## config.mk

```make
export PLATFORM = sky130hd
export DESIGN_NAME = alu_result_stage
export DESIGN_NICKNAME = d
export VERILOG_FILES = /design/src/rtl/alu_result_stage.sv
export SDC_FILE = /design/constraint.sdc
export NUM_CORES = 1
export LEC_CHECK = 0
export ABC_AREA = 1
export BUFFER_PORTS_ARGS = -buffer_cell sky130_fd_sc_hd__buf_4
export CAP_MARGIN = 25
export CORE_MARGIN = 3
export CORE_UTILIZATION = 59
export DETAILED_ROUTE_END_ITERATION = 16
export PLACE_DENSITY = 0.95
export SLEW_MARGIN = 10
export SYNTH_ARGS = -nofsm -noshare
export SYNTH_HDL_FRONTEND = slang
export SYNTH_SLANG_ARGS = --single-unit
```

## constraint.sdc

```tcl
create_clock -name CLK -period 4.75 [get_ports CLK]
set_input_delay 0.95 -clock CLK [delete_from_list [all_inputs] [get_ports CLK]]
set_output_delay 0.95 -clock CLK [all_outputs]
set_load 0.02 [all_outputs]
```

## src/rtl/alu_result_stage.sv

```systemverilog
// Result collection stage: queues single-unit ALU results in a 4-entry FIFO
// with carry/zero/unit flags and a sticky error for malformed enable patterns.
module alu_result_stage (
    input  logic        CLK,
    input  logic        RST,
    input  logic        Arith_Enable,
    input  logic        Logic_Enable,
    input  logic        CMP_Enable,
    input  logic        Shift_Enable,
    input  logic [15:0] Arith_OUT,
    input  logic [15:0] Logic_OUT,
    input  logic [15:0] CMP_OUT,
    input  logic [15:0] Shift_OUT,
    input  logic        Carry_OUT,
    input  logic        In_Valid,
    output logic        In_Ready,
    output logic        Out_Valid,
    input  logic        Out_Ready,
    output logic [15:0] Out_Data,
    output logic        Out_Carry,
    output logic        Out_Zero,
    output logic [3:0]  Out_Unit,
    input  logic        Err_Clr,
    output logic        Illegal_Err,
    output logic [2:0]  Fifo_Count
);

    localparam int ENTRY_W = 22;

    logic [ENTRY_W-1:0] r_mem [0:3];
    logic [1:0]         r_wr_ptr;
    logic [1:0]         r_rd_ptr;
    logic [2:0]         r_count;
    logic               r_illegal_err;

    logic [3:0]         w_en;
    logic               w_legal;
    logic [15:0]        w_result;
    logic               w_carry;
    logic [ENTRY_W-1:0] w_entry;
    logic [ENTRY_W-1:0] w_head;
    logic               w_in_ready;
    logic               w_out_valid;
    logic               w_accept;
    logic               w_push;
    logic               w_pop;

    function automatic logic is_onehot(input logic [3:0] en);
        case (en)
            4'b0001, 4'b0010, 4'b0100, 4'b1000: is_onehot = 1'b1;
            default:                            is_onehot = 1'b0;
        endcase
    endfunction

    function automatic logic [15:0] select_result(
        input logic [3:0]  en,
        input logic [15:0] arith,
        input logic [15:0] logic_r,
        input logic [15:0] cmp,
        input logic [15:0] shift
    );
        case (en)
            4'b0001: select_result = arith;
            4'b0010: select_result = logic_r;
            4'b0100: select_result = cmp;
            4'b1000: select_result = shift;
            default: select_result = 16'h0000;
        endcase
    endfunction

    assign w_en     = {Shift_Enable, CMP_Enable, Logic_Enable, Arith_Enable};
    assign w_legal  = is_onehot(w_en);
    assign w_result = select_result(w_en, Arith_OUT, Logic_OUT, CMP_OUT, Shift_OUT);
    assign w_carry  = Arith_Enable & Carry_OUT;
    assign w_entry  = {w_result, w_carry, (w_result == 16'h0000), w_en};

    // Handshake: no full-bypass, so a pop never frees a slot for the same edge.
    assign w_in_ready  = (r_count < 3'd4);
    assign w_out_valid = (r_count != 3'd0);
    assign w_accept    = In_Valid & w_in_ready;
    assign w_push      = w_accept & w_legal;
    assign w_pop       = w_out_valid & Out_Ready;

    // Storage needs no reset: slots beyond the count are never presented.
    always_ff @(posedge CLK) begin
        if (w_push) begin
            r_mem[r_wr_ptr] <= w_entry;
        end
    end

    always_ff @(posedge CLK or posedge RST) begin
        if (RST) begin
            r_wr_ptr      <= 2'd0;
            r_rd_ptr      <= 2'd0;
            r_count       <= 3'd0;
            r_illegal_err <= 1'b0;
        end else begin
            if (w_push) begin
                r_wr_ptr <= r_wr_ptr + 2'd1;
            end
            if (w_pop) begin
                r_rd_ptr <= r_rd_ptr + 2'd1;
            end
            case ({w_push, w_pop})
                2'b10:   r_count <= r_count + 3'd1;
                2'b01:   r_count <= r_count - 3'd1;
                default: r_count <= r_count;
            endcase
            if (w_accept && !w_legal) begin
                r_illegal_err <= 1'b1;
            end else if (Err_Clr) begin
                r_illegal_err <= 1'b0;
            end
        end
    end

    assign w_head      = r_mem[r_rd_ptr];
    assign In_Ready    = w_in_ready;
    assign Out_Valid   = w_out_valid;
    assign Out_Data    = w_out_valid ? w_head[21:6] : 16'h0000;
    assign Out_Carry   = w_out_valid ? w_head[5]    : 1'b0;
    assign Out_Zero    = w_out_valid ? w_head[4]    : 1'b0;
    assign Out_Unit    = w_out_valid ? w_head[3:0]  : 4'b0000;
    assign Illegal_Err = r_illegal_err;
    assign Fifo_Count  = r_count;

endmodule

```

# == After elaboration in Yosys (flattened, before gate mapping) ==
# Memories as Yosys holds them, arrays and structs flattened.
# Cells that the tools add are included.
# word_totals
in_bits,74
reg_bits,8
mem_count,1
ramBits,88
# memory_table
name,words,word_bits,rd,rd_ports_with_merged_regs,write_ports,line,text
r_mem,4,22,1,0,1,30,logic [ENTRY_W-1:0] r_mem [0:3];
# op_classes
order_cmp,1
bitwise,4
reduce_logical,7
eq_ne,6
mux,11
addsub,4
# op_table
operator,n
case mux 16 bit (4 select lines),1
logical NOT 16 bit,1
2-to-1 mux 16 bit,1
2-to-1 mux 1 bit,7
case mux 3 bit (2 select lines),1
adder 2 x 1 -> 2 bit (second input constant),2
bitwise AND 1 bit,4
== test 4 x 1 -> 1 bit (second input constant),1
== test 4 x 2 -> 1 bit (second input constant),1
== test 4 x 3 -> 1 bit (second input constant),1
== test 4 bit (second input constant),1
2-to-1 mux 4 bit,1
nonzero test 2 bit,2
OR reduction 4 bit,1
adder 3 x 1 -> 3 bit (second input constant),1
< comparator 3 bit (second input constant),1
nonzero test 3 bit,1
subtractor 3 x 1 -> 3 bit (second input constant),1
== test 2 x 1 -> 1 bit (second input constant),1
== test 2 bit (second input constant),1
logical AND 1 bit,1
logical NOT 1 bit,1

# == Longest topological paths before layout ==
# Gate-level depths: netlist of the first run.
# logic_depth
depth_word,6
depth_mapped,12
ltp_nobuf,11

# == Worst setup path before layout of the first run ==
# Ideal clock, no wire load.
# synth_path
path_kind,input -> register
startpoint,in Shift_Enable
endpoint,mem r_mem[0][0] (enable)
required_ps,4349
arrival_ps,2562
path_stages,6
slack_ps,1787
setup_time_ps,401
cell_sequence,nor2_2 > buf_4 > o21ai_1 > nand3_2 > nand3_4 > nor2_1
# synth_via
elab_chain_cells,6
# synth_lines
item,line,text
"start, declared",9,"input logic Shift_Enable,"
== test 4 bit (tied with other cells),49,case (en)
OR reduction 4 bit *,49,
2-to-1 mux 1 bit *,49,
bitwise AND 1 bit *,81,assign w_push = w_accept & w_legal;
2-to-1 mux 1 bit *,86,if (w_push) begin
2-to-1 mux 1 bit (not written as such) *,87,r_mem[r_wr_ptr] <= w_entry;
"end, declared",30,
# Every way passes the cells marked *; elsewhere a longest branch is shown, timed or not.

# == Final worst setup path of the first run ==
# layout_path
startpoint,reg r_rd_ptr[1]
endpoint,out Out_Data[8]
# layout_via
elab_chain_cells,2
# layout_lines
item,line,text
"start, declared",32,logic [1:0] r_rd_ptr;
"start signal, assigned",102,r_rd_ptr <= r_rd_ptr + 2'd1;
memory (4 x 22 bit),-,
2-to-1 mux 16 bit,120,assign Out_Data = w_out_valid ? w_head[21:6] : 16'h0000;
"end, declared",19,"output logic [15:0] Out_Data,"
# Every way passes these cells.

==> impl_metrics.json, run 1 <==
{
  "drt-pass1-iter-count": 5,
  "skew_ps": 8.77,
  "drc": 0,
  "hold_viol_final": 0,
  "drv_cap": 0,
  "ant_nets": 0,
  "grt_pass1_wl_um": 17700,
  "cts-htree-levels": 3,
  "critPathLaunchType": "register",
  "required_ps": 3800,
  "setup-tns-final_ps": 0,
  "grt_max_degree": 46,
  "ctsHoldBuffers": 0,
  "final_cell_mix": "nor2_1 (107), buf_4 (106), edfxtp_1 (88), nand3_1 (64), nand2_1 (48)",
  "end_kind": "output port",
  "synth.distinct_cells": 25,
  "drt_iter0_markers": 293,
  "overflow": 0,
  "finalMaxSlewViolations": 0,
  "avgSynthCellArea_um2": 9.78,
  "cts_buffers": 9,
  "io_buffers": 101,
  "start_util": 0.625,
  "clock_latency_ps": 350,
  "slew_headroom": 0.310,
  "synth-seq-cells": 96,
  "syn-num-nets": 558,
  "fillers": 475,
  "ys_warn_count": 0,
  "routed_wl_um": 11600,
  "rows": 31,
  "final_nets": 651,
  "antenna_found_initial": 0,
  "whs_ps": 534,
  "period_share": 0.766,
  "grtUsageTotal": 0.261,
  "clk_pin_slew_ps": 80,
  "clk_path_buf_depth": 2,
  "fin_util": 0.759,
  "areaGrowthSynthToFinish_pct": 21.5,
  "p_leak_nw": 2.48,
  "cellPowerDensity_nw_per_um2": 511,
  "dpl_cell_area_um2": 5450,
  "drive_above_1_share": 0.247,
  "vias_per_cell": 5.68,
  "dpl.hpwl_um": 7780,
  "first_global_vias": 3785,
  "worstMarginPinSlew_ps": 1030,
  "finalPower_w": 0.00290,
  "critPathMaxFanout": 24,
  "antenna_cells": 0,
  "synth_area_um2": 4680,
  "worstPathArrival_ps": 2690,
  "core_um2": 7490,
  "yosysSeqAreaShare": 0.608,
  "final_common_cell": "nor2_1",
  "fin_area_um2": 5680,
  "detail_route.wl_per_cell_um": 17.1,
  "ios": 102,
  "die_w_um": 95.0,
  "fmaxAchievable_ghz": 0.275,
  "die_area_um2": 9030,
  "clock_sinks": 96,
  "crit_type": "register to output port",
  "hp-class": "register to register",
  "ctsResizeCount": 0,
  "peakVddDrop_mv": 0.241,
  "cts_setup_buffers": 0,
  "rsz0062_at_grt": "no",
  "min_period_ps": 3640,
  "cts-root-buf": "clkbuf_8",
  "netlist_instances": 478,
  "setup_violations": 0,
  "vias": 3831,
  "die_height_um": 95.0,
  "gp_congestion": 0.843,
  "cts_tree": "yes",
  "status": "finished clean"
}
-- synth_stat cells, drive strengths merged --
cell type	n	share of area
o22ai	1	0.0013
nor3	1	0.0011
ha	5	0.013
clkbuf	10	0.0080
xor2	3	0.0056
a21oi	24	0.026
edfxtp	88	0.57
inv	37	0.030
dfrtp	8	0.043
fa	1	0.0043
o21ai	47	0.050
nor2	123	0.11
nand3	66	0.074
nand2	48	0.039
xnor2	1	0.0019
buf	15	0.025
-- logic make-up after synthesis --
family	share of synthesized area
DFF	0.608
xor gates and xnor gates	0.00749
adders and majority gates	0.0177
and+or+nand+nor	0.227
buffers and inverters	0.0629
AOI/OAI and AO/OA	0.0773
-- state kept, by name (all words and copies together) (netlist names) --
name         cells
r_rd_ptr         2
Fifo_Count       3
r_wr_ptr         2
r_mem           88
Illegal_Err      1
-- stage by stage --
stage | instances | worst slack (ps)
after global placement | 658 | 1480
after global routing | 675 | 952
after CTS | 674 | 1150
after detailed placement | 658 | 1310
final | 675 | 1110
after floorplan | 478 | 1790
-- routing by layer --
metal | track usage | wire length [µm]
met5 | 0 | 0
met4 | 0.149 | 469
met3 | 0.0347 | 988
met2 | 0.447 | 5620
met1 | 0.318 | 4500
-- critical path: stages (launching register included) --
cell and delay (ps):
dfrtp_1 900, inv_1 640, nor2_1 300, o21ai_0 130
a21oi_1 190, buf_4 170
-- report_power, final --
part	leakage, nW	switching, W	total (W)	internal [W]
sequential	0.901	0.0000917	0.00107	0.000983
combinational	1.47	0.000788	0.00127	0.000477
clock	0.105	0.000266	0.000563	0.000297
-- area by class of cell --
class / count / area (µm²) / area share
inverters: 37 / 139 / 0.0245
well taps: 99 / 124 / 0.0218
clock buffers: 11 / 131 / 0.0231
clock inverters: 5 / 81.3 / 0.0143
repair buffers: 107 / 811 / 0.143
multi-input cells: 320 / 1550 / 0.273
flip-flops and latches: 96 / 2840 / 0.501
-- path summary, 6_finish.rpt --
check	startpoint	end	slack (ps)	cells after the start
min in group asynchronous	RST	Fifo_Count[2]	540	2
min reg2reg	Illegal_Err	Illegal_Err	530	2
max reg2reg	Fifo_Count[0]	Fifo_Count[1]	2140	8
min	Illegal_Err	Illegal_Err	530	2
max	r_rd_ptr[1]	Out_Data[8]	1110	5
max in group asynchronous	RST	r_wr_ptr[0]	3970	2
Power figures use the tool's default switching activity.
==> run 2, diff against run 1 <==
Settings changed: CORE_UTILIZATION 59 to 54, PLACE_DENSITY 0.95 to 0.91.
Clock period 4.75 ns to 3.52 ns, I/O delays scaled along.
==> run 2 against run 1 <==
Combinational power is 39% higher. Die area is 8.7% higher. Cell count is 1.6% higher. Via count is 0.60% lower. Sequential share of layout area is 0.15 points lower. Total power is 33% higher. Largest power group unchanged.
==> impl_metrics.json, run 2 (same netlist as run 1, synthesis figures left out) <==
{
  "status": "finished clean",
  "critPathMaxFanout": 45,
  "fin_util": 0.686,
  "routed_wl_um": 11300,
  "end_kind": "output port",
  "final_nets": 656,
  "finalMaxSlewViolations": 0,
  "clock_latency_ps": 370,
  "gp_congestion": 0.828,
  "fin_area_um2": 5700,
  "r2r_cells": 8,
  "power.share.clock": 0.177,
  "largest_reg_flops": 88,
  "peakVddDrop_mv": 0.277,
  "period_share": 0.866,
  "crit_type": "register to output port",
  "required_ps": 2820,
  "worstReg2RegStart": "Fifo_Count[0]",
  "cts_setup_buffers": 0,
  "final_cell_mix": "buf_4 (111), nor2_1 (107), edfxtp_1 (88), nand3_1 (64), nand2_1 (48)",
  "antenna_cells": 0,
  "grtUsageTotal": 0.237,
  "worstMarginPinSlew_ps": 732,
  "ctsHoldBuffers": 0,
  "clock_sinks": 96,
  "overflow": 0,
  "grt_pass1_wl_um": 18100,
  "slew_headroom": 0.512,
  "dp_slack_ps": 361,
  "drt-pass1-iter-count": 5,
  "setup-tns-final_ps": 0,
  "clk_path_buf_depth": 2,
  "cts-root-buf": "clkbuf_8",
  "ant_nets": 0,
  "skew_ps": 10.1,
  "die_w_um": 99.1,
  "fmaxAchievable_ghz": 0.328,
  "start_util": 0.563,
  "die_area_um2": 9810,
  "detail_route.wl_per_cell_um": 16.5,
  "grt_util_met3": 0.0531,
  "cts-htree-levels": 3,
  "vias": 3808,
  "hold_viol_final": 0,
  "rsz0062_at_grt": "no",
  "areaGrowthSynthToFinish_pct": 21.8,
  "top_usage_layer": "met2",
  "p_leak_nw": 2.49,
  "switching_share": 0.412,
  "antenna_found_initial": 0,
  "use_met2": 0.395,
  "internal_power_w": 0.00227,
  "first_global_vias": 3809,
  "seq_power_share": 0.366,
  "cellPowerDensity_nw_per_um2": 677,
  "drv_cap": 0,
  "die_height_um": 99.1,
  "ios": 102,
  "io_buffers": 101,
  "dpl.hpwl_um": 8040,
  "grt_util_met1": 0.293,
  "clk_pin_slew_ps": 100,
  "switchingPower_w": 0.00159,
  "vias_per_cell": 5.55,
  "hp-class": "input port to async pin",
  "min_period_ps": 3050,
  "cts_buffers": 9,
  "worstPathArrival_ps": 2350,
  "cp-startpoint": "r_rd_ptr[0]",
  "drc": 0,
  "combinationalPowerShare": 0.457,
  "critPathLaunchType": "register",
  "rows": 33,
  "grt_max_degree": 46,
  "ctsResizeCount": 0,
  "setup_violations": 0,
  "drive_above_1_share": 0.258,
  "top_register": "r_mem",
  "setup_ws_ps": 470,
  "dpl_cell_area_um2": 5490,
  "cts_tree": "yes",
  "final_common_cell": "buf_4",
  "drt_iter0_markers": 357,
  "core_um2": 8300
}
==> run 2: cell count changes in the layout (fill, tap and decap cells not counted), sizes merged <==
| cell | previous run | this run |
|---|---|---|
| clkbuf | 11 | 9 |
| bufinv | 2 | 0 |
| buf | 107 | 112 |
| inv | 37 | 39 |
| clkinv | 3 | 5 |
==> run 2: metrics by stage <==
step	total power, W	hold WS [ps]	cells
3_5_place_dp	0.00320	554	669
5_1_grt	0.00410	288	686
3_3_place_gp	0.00312	524	669
6_report	0.00386	269	686
4_1_cts	0.00387	276	685
2_1_floorplan	0.00249	520	478
==> run 2: worst max-delay path, stage by stage, from the launching register on <==
cell and delay [ps]:
dfrtp_1 660, inv_2 640, o21ai_0 230, a21oi_1 260, buf_4 190
==> run 2: power groups by stage <==
stage / logic, W / clock network [W] / registers, W
final: 0.00176 / 0.000683 / 0.00141
after global placement: 0.00169 / 0 / 0.00143
after floorplan: 0.00107 / 0 / 0.00142
after global routing: 0.00193 / 0.000740 / 0.00142
after CTS: 0.00177 / 0.000686 / 0.00141
after detailed placement: 0.00176 / 0 / 0.00144
==> run 2: area by class of cell <==
cell class                      instances  area (µm²)
Sequential cell                        96        2840
Multi-Input combinational cell        320        1540
Timing Repair Buffer                  112         848
Fill cell                             614        2600
Clock buffer                            9         124
Tap cell                              105         131
Clock inverter                          7        67.6
Inverter                               37         139
==> run 2: final timing paths <==
kind / slack [ps] / endpoint
worst max-delay path: 470 / Out_Data[11]
worst min-delay path: 270 / Fifo_Count[1]
worst max register to register: 1360 / Fifo_Count[1]
worst min register to register: 560 / Fifo_Count[0]
max in group asynchronous: 3020 / r_rd_ptr[0]
min in group CLK: 560 / Fifo_Count[0]
==> run 2: metal layers <==
metal | wire length [µm] | part of all wire
met5 | 0 | 0
met4 | 405 | 0.036
met3 | 958 | 0.085
met2 | 5440 | 0.48
met1 | 4500 | 0.40
==> run 3, diff against run 2 <==
Settings changed: BUFFER_PORTS_ARGS -buffer_cell sky130_fd_sc_hd__buf_4 to -buffer_cell sky130_fd_sc_hd__buf_2.
==> run 3 against run 2 <==
Register-to-register slack improved by 20 ps. Non-clock buffer count shrank 1. Global-route usage shrank 0.80 points. First-iteration DRC count down 25%. Worst setup slack improved by 120 ps. Maximum frequency is 4.0% higher. Clock-buffer cell count unchanged. Utilization is 2.8 points lower.
==> impl_metrics.json, run 3 (same netlist as run 1, synthesis figures left out) <==
{
  "seq_power_share": 0.369,
  "dpl.hpwl_um": 7520,
  "fillers": 625,
  "switching_share": 0.407,
  "setup_violations": 0,
  "worstReg2RegStart": "Fifo_Count[0]",
  "switchingPower_w": 0.00154,
  "top_register": "r_mem",
  "clk_path_buf_depth": 2,
  "overflow": 0,
  "critPathLaunchType": "register",
  "grt_pass1_wl_um": 17500,
  "die_height_um": 99.1,
  "rows": 33,
  "areaGrowthSynthToFinish_pct": 16.8,
  "peakVddDrop_mv": 0.279,
  "combinationalPowerShare": 0.427,
  "worstPathArrival_ps": 2230,
  "p_leak_nw": 2.42,
  "grtUsageTotal": 0.229,
  "routed_wl_um": 11000,
  "antenna_cells": 0,
  "clock_latency_ps": 350,
  "ctsHoldBuffers": 0,
  "cts_buffers": 9,
  "die_area_um2": 9810,
  "ant_nets": 0,
  "cellPowerDensity_nw_per_um2": 693,
  "cts-htree-levels": 3,
  "rsz0062_at_grt": "no",
  "die_w_um": 99.1,
  "clock_sinks": 96,
  "required_ps": 2820,
  "setup-tns-final_ps": 0,
  "vias_per_cell": 5.55,
  "largest_reg_flops": 88,
  "drt_iter0_markers": 269,
  "crit_type": "register to output port",
  "first_global_vias": 3768,
  "finalMaxSlewViolations": 0,
  "hp-class": "input port to async pin",
  "antenna_found_initial": 0,
  "drt-pass1-iter-count": 5,
  "drc": 0,
  "final_cell_mix": "nor2_1 (107), buf_2 (101), edfxtp_1 (88), nand3_1 (64), nand2_1 (48)",
  "status": "finished clean",
  "start_util": 0.563,
  "end_kind": "output port",
  "vias": 3798,
  "slew_headroom": 0.553,
  "skew_ps": 7.61,
  "power.share.clock": 0.204,
  "internal_power_w": 0.00225,
  "finalPower_w": 0.00379,
  "cts_setup_buffers": 0,
  "fmaxAchievable_ghz": 0.341,
  "clk_pin_slew_ps": 90,
  "detail_route.wl_per_cell_um": 16.1,
  "hold_viol_final": 0,
  "ctsResizeCount": 0,
  "critPathMaxFanout": 33,
  "cts_tree": "yes",
  "ios": 102,
  "io_buffers": 101,
  "r2r_cells": 9,
  "final_common_cell": "nor2_1",
  "min_period_ps": 2930,
  "final_nets": 655,
  "cts-root-buf": "clkbuf_8",
  "r2r_slack_ps": 1380,
  "gp_congestion": 0.857,
  "drive_above_1_share": 0.256,
  "drv_cap": 0,
  "period_share": 0.833,
  "worstMarginPinSlew_ps": 669,
  "timing.rr.end": "Fifo_Count[1]",
  "core_um2": 8300,
  "grt_max_degree": 46
}
-- run 3: area by class of cell --
class | count | area, µm² | area share
Sequential cell | 96 | 2840 | 0.520
Multi-Input combinational cell | 320 | 1540 | 0.283
Tap cell | 105 | 131 | 0.0240
Clock buffer | 9 | 124 | 0.0227
Timing Repair Buffer | 111 | 588 | 0.108
Inverter | 37 | 139 | 0.0254
Clock inverter | 6 | 93.8 | 0.0172
-- run 3: worst max path at each step --
stage	cells after the start	slack, ps	end	start
after detailed placement	9	270	Fifo_Count[1]	Shift_Enable
after floorplan	6	800	r_mem[0][0]	Shift_Enable
final	6	590	Out_Data[14]	r_rd_ptr[0]
after CTS	6	580	Out_Data[14]	r_rd_ptr[0]
after global routing	6	390	Out_Data[14]	r_rd_ptr[0]
after global placement	9	420	Fifo_Count[1]	Shift_Enable
-- run 3: power groups by stage --
stage	clock network [W]	logic, W	registers [W]
after floorplan	0	0.00107	0.00142
after global placement	0	0.00155	0.00141
after detailed placement	0	0.00161	0.00142
after CTS	0.000787	0.00162	0.00140
after global routing	0.000840	0.00177	0.00141
final	0.000774	0.00162	0.00140
-- run 3: critical path: stages, from the launching register on --
cell     delay [ps]
dfrtp_1         640
buf_4           420
nor2_1          100
nor2_1          140
o21ai_0         120
a21oi_1         240
buf_2           200
-- run 3: metal layers --
layer	global-route usage	vias up	share of wire
met1	0.290	1749	0.40
met4	0.112	0	0.023
met3	0.0361	22	0.086
met2	0.382	224	0.49
li1	-	1803	-
met5	0	-	0
-- run 3: stage by stage --
stage                     instance area (µm²)  hold WS [ps]  utilization  setup WS, ps  cells
after floorplan                          4680           520            -           803    478
after global placement                   5230           519        0.630           421    668
after detailed placement                 5230           528        0.630           275    668
after CTS                                5450           266        0.656           576    683
after global routing                     5460           281        0.658           395    684
final                                    5460           280        0.658           589    684
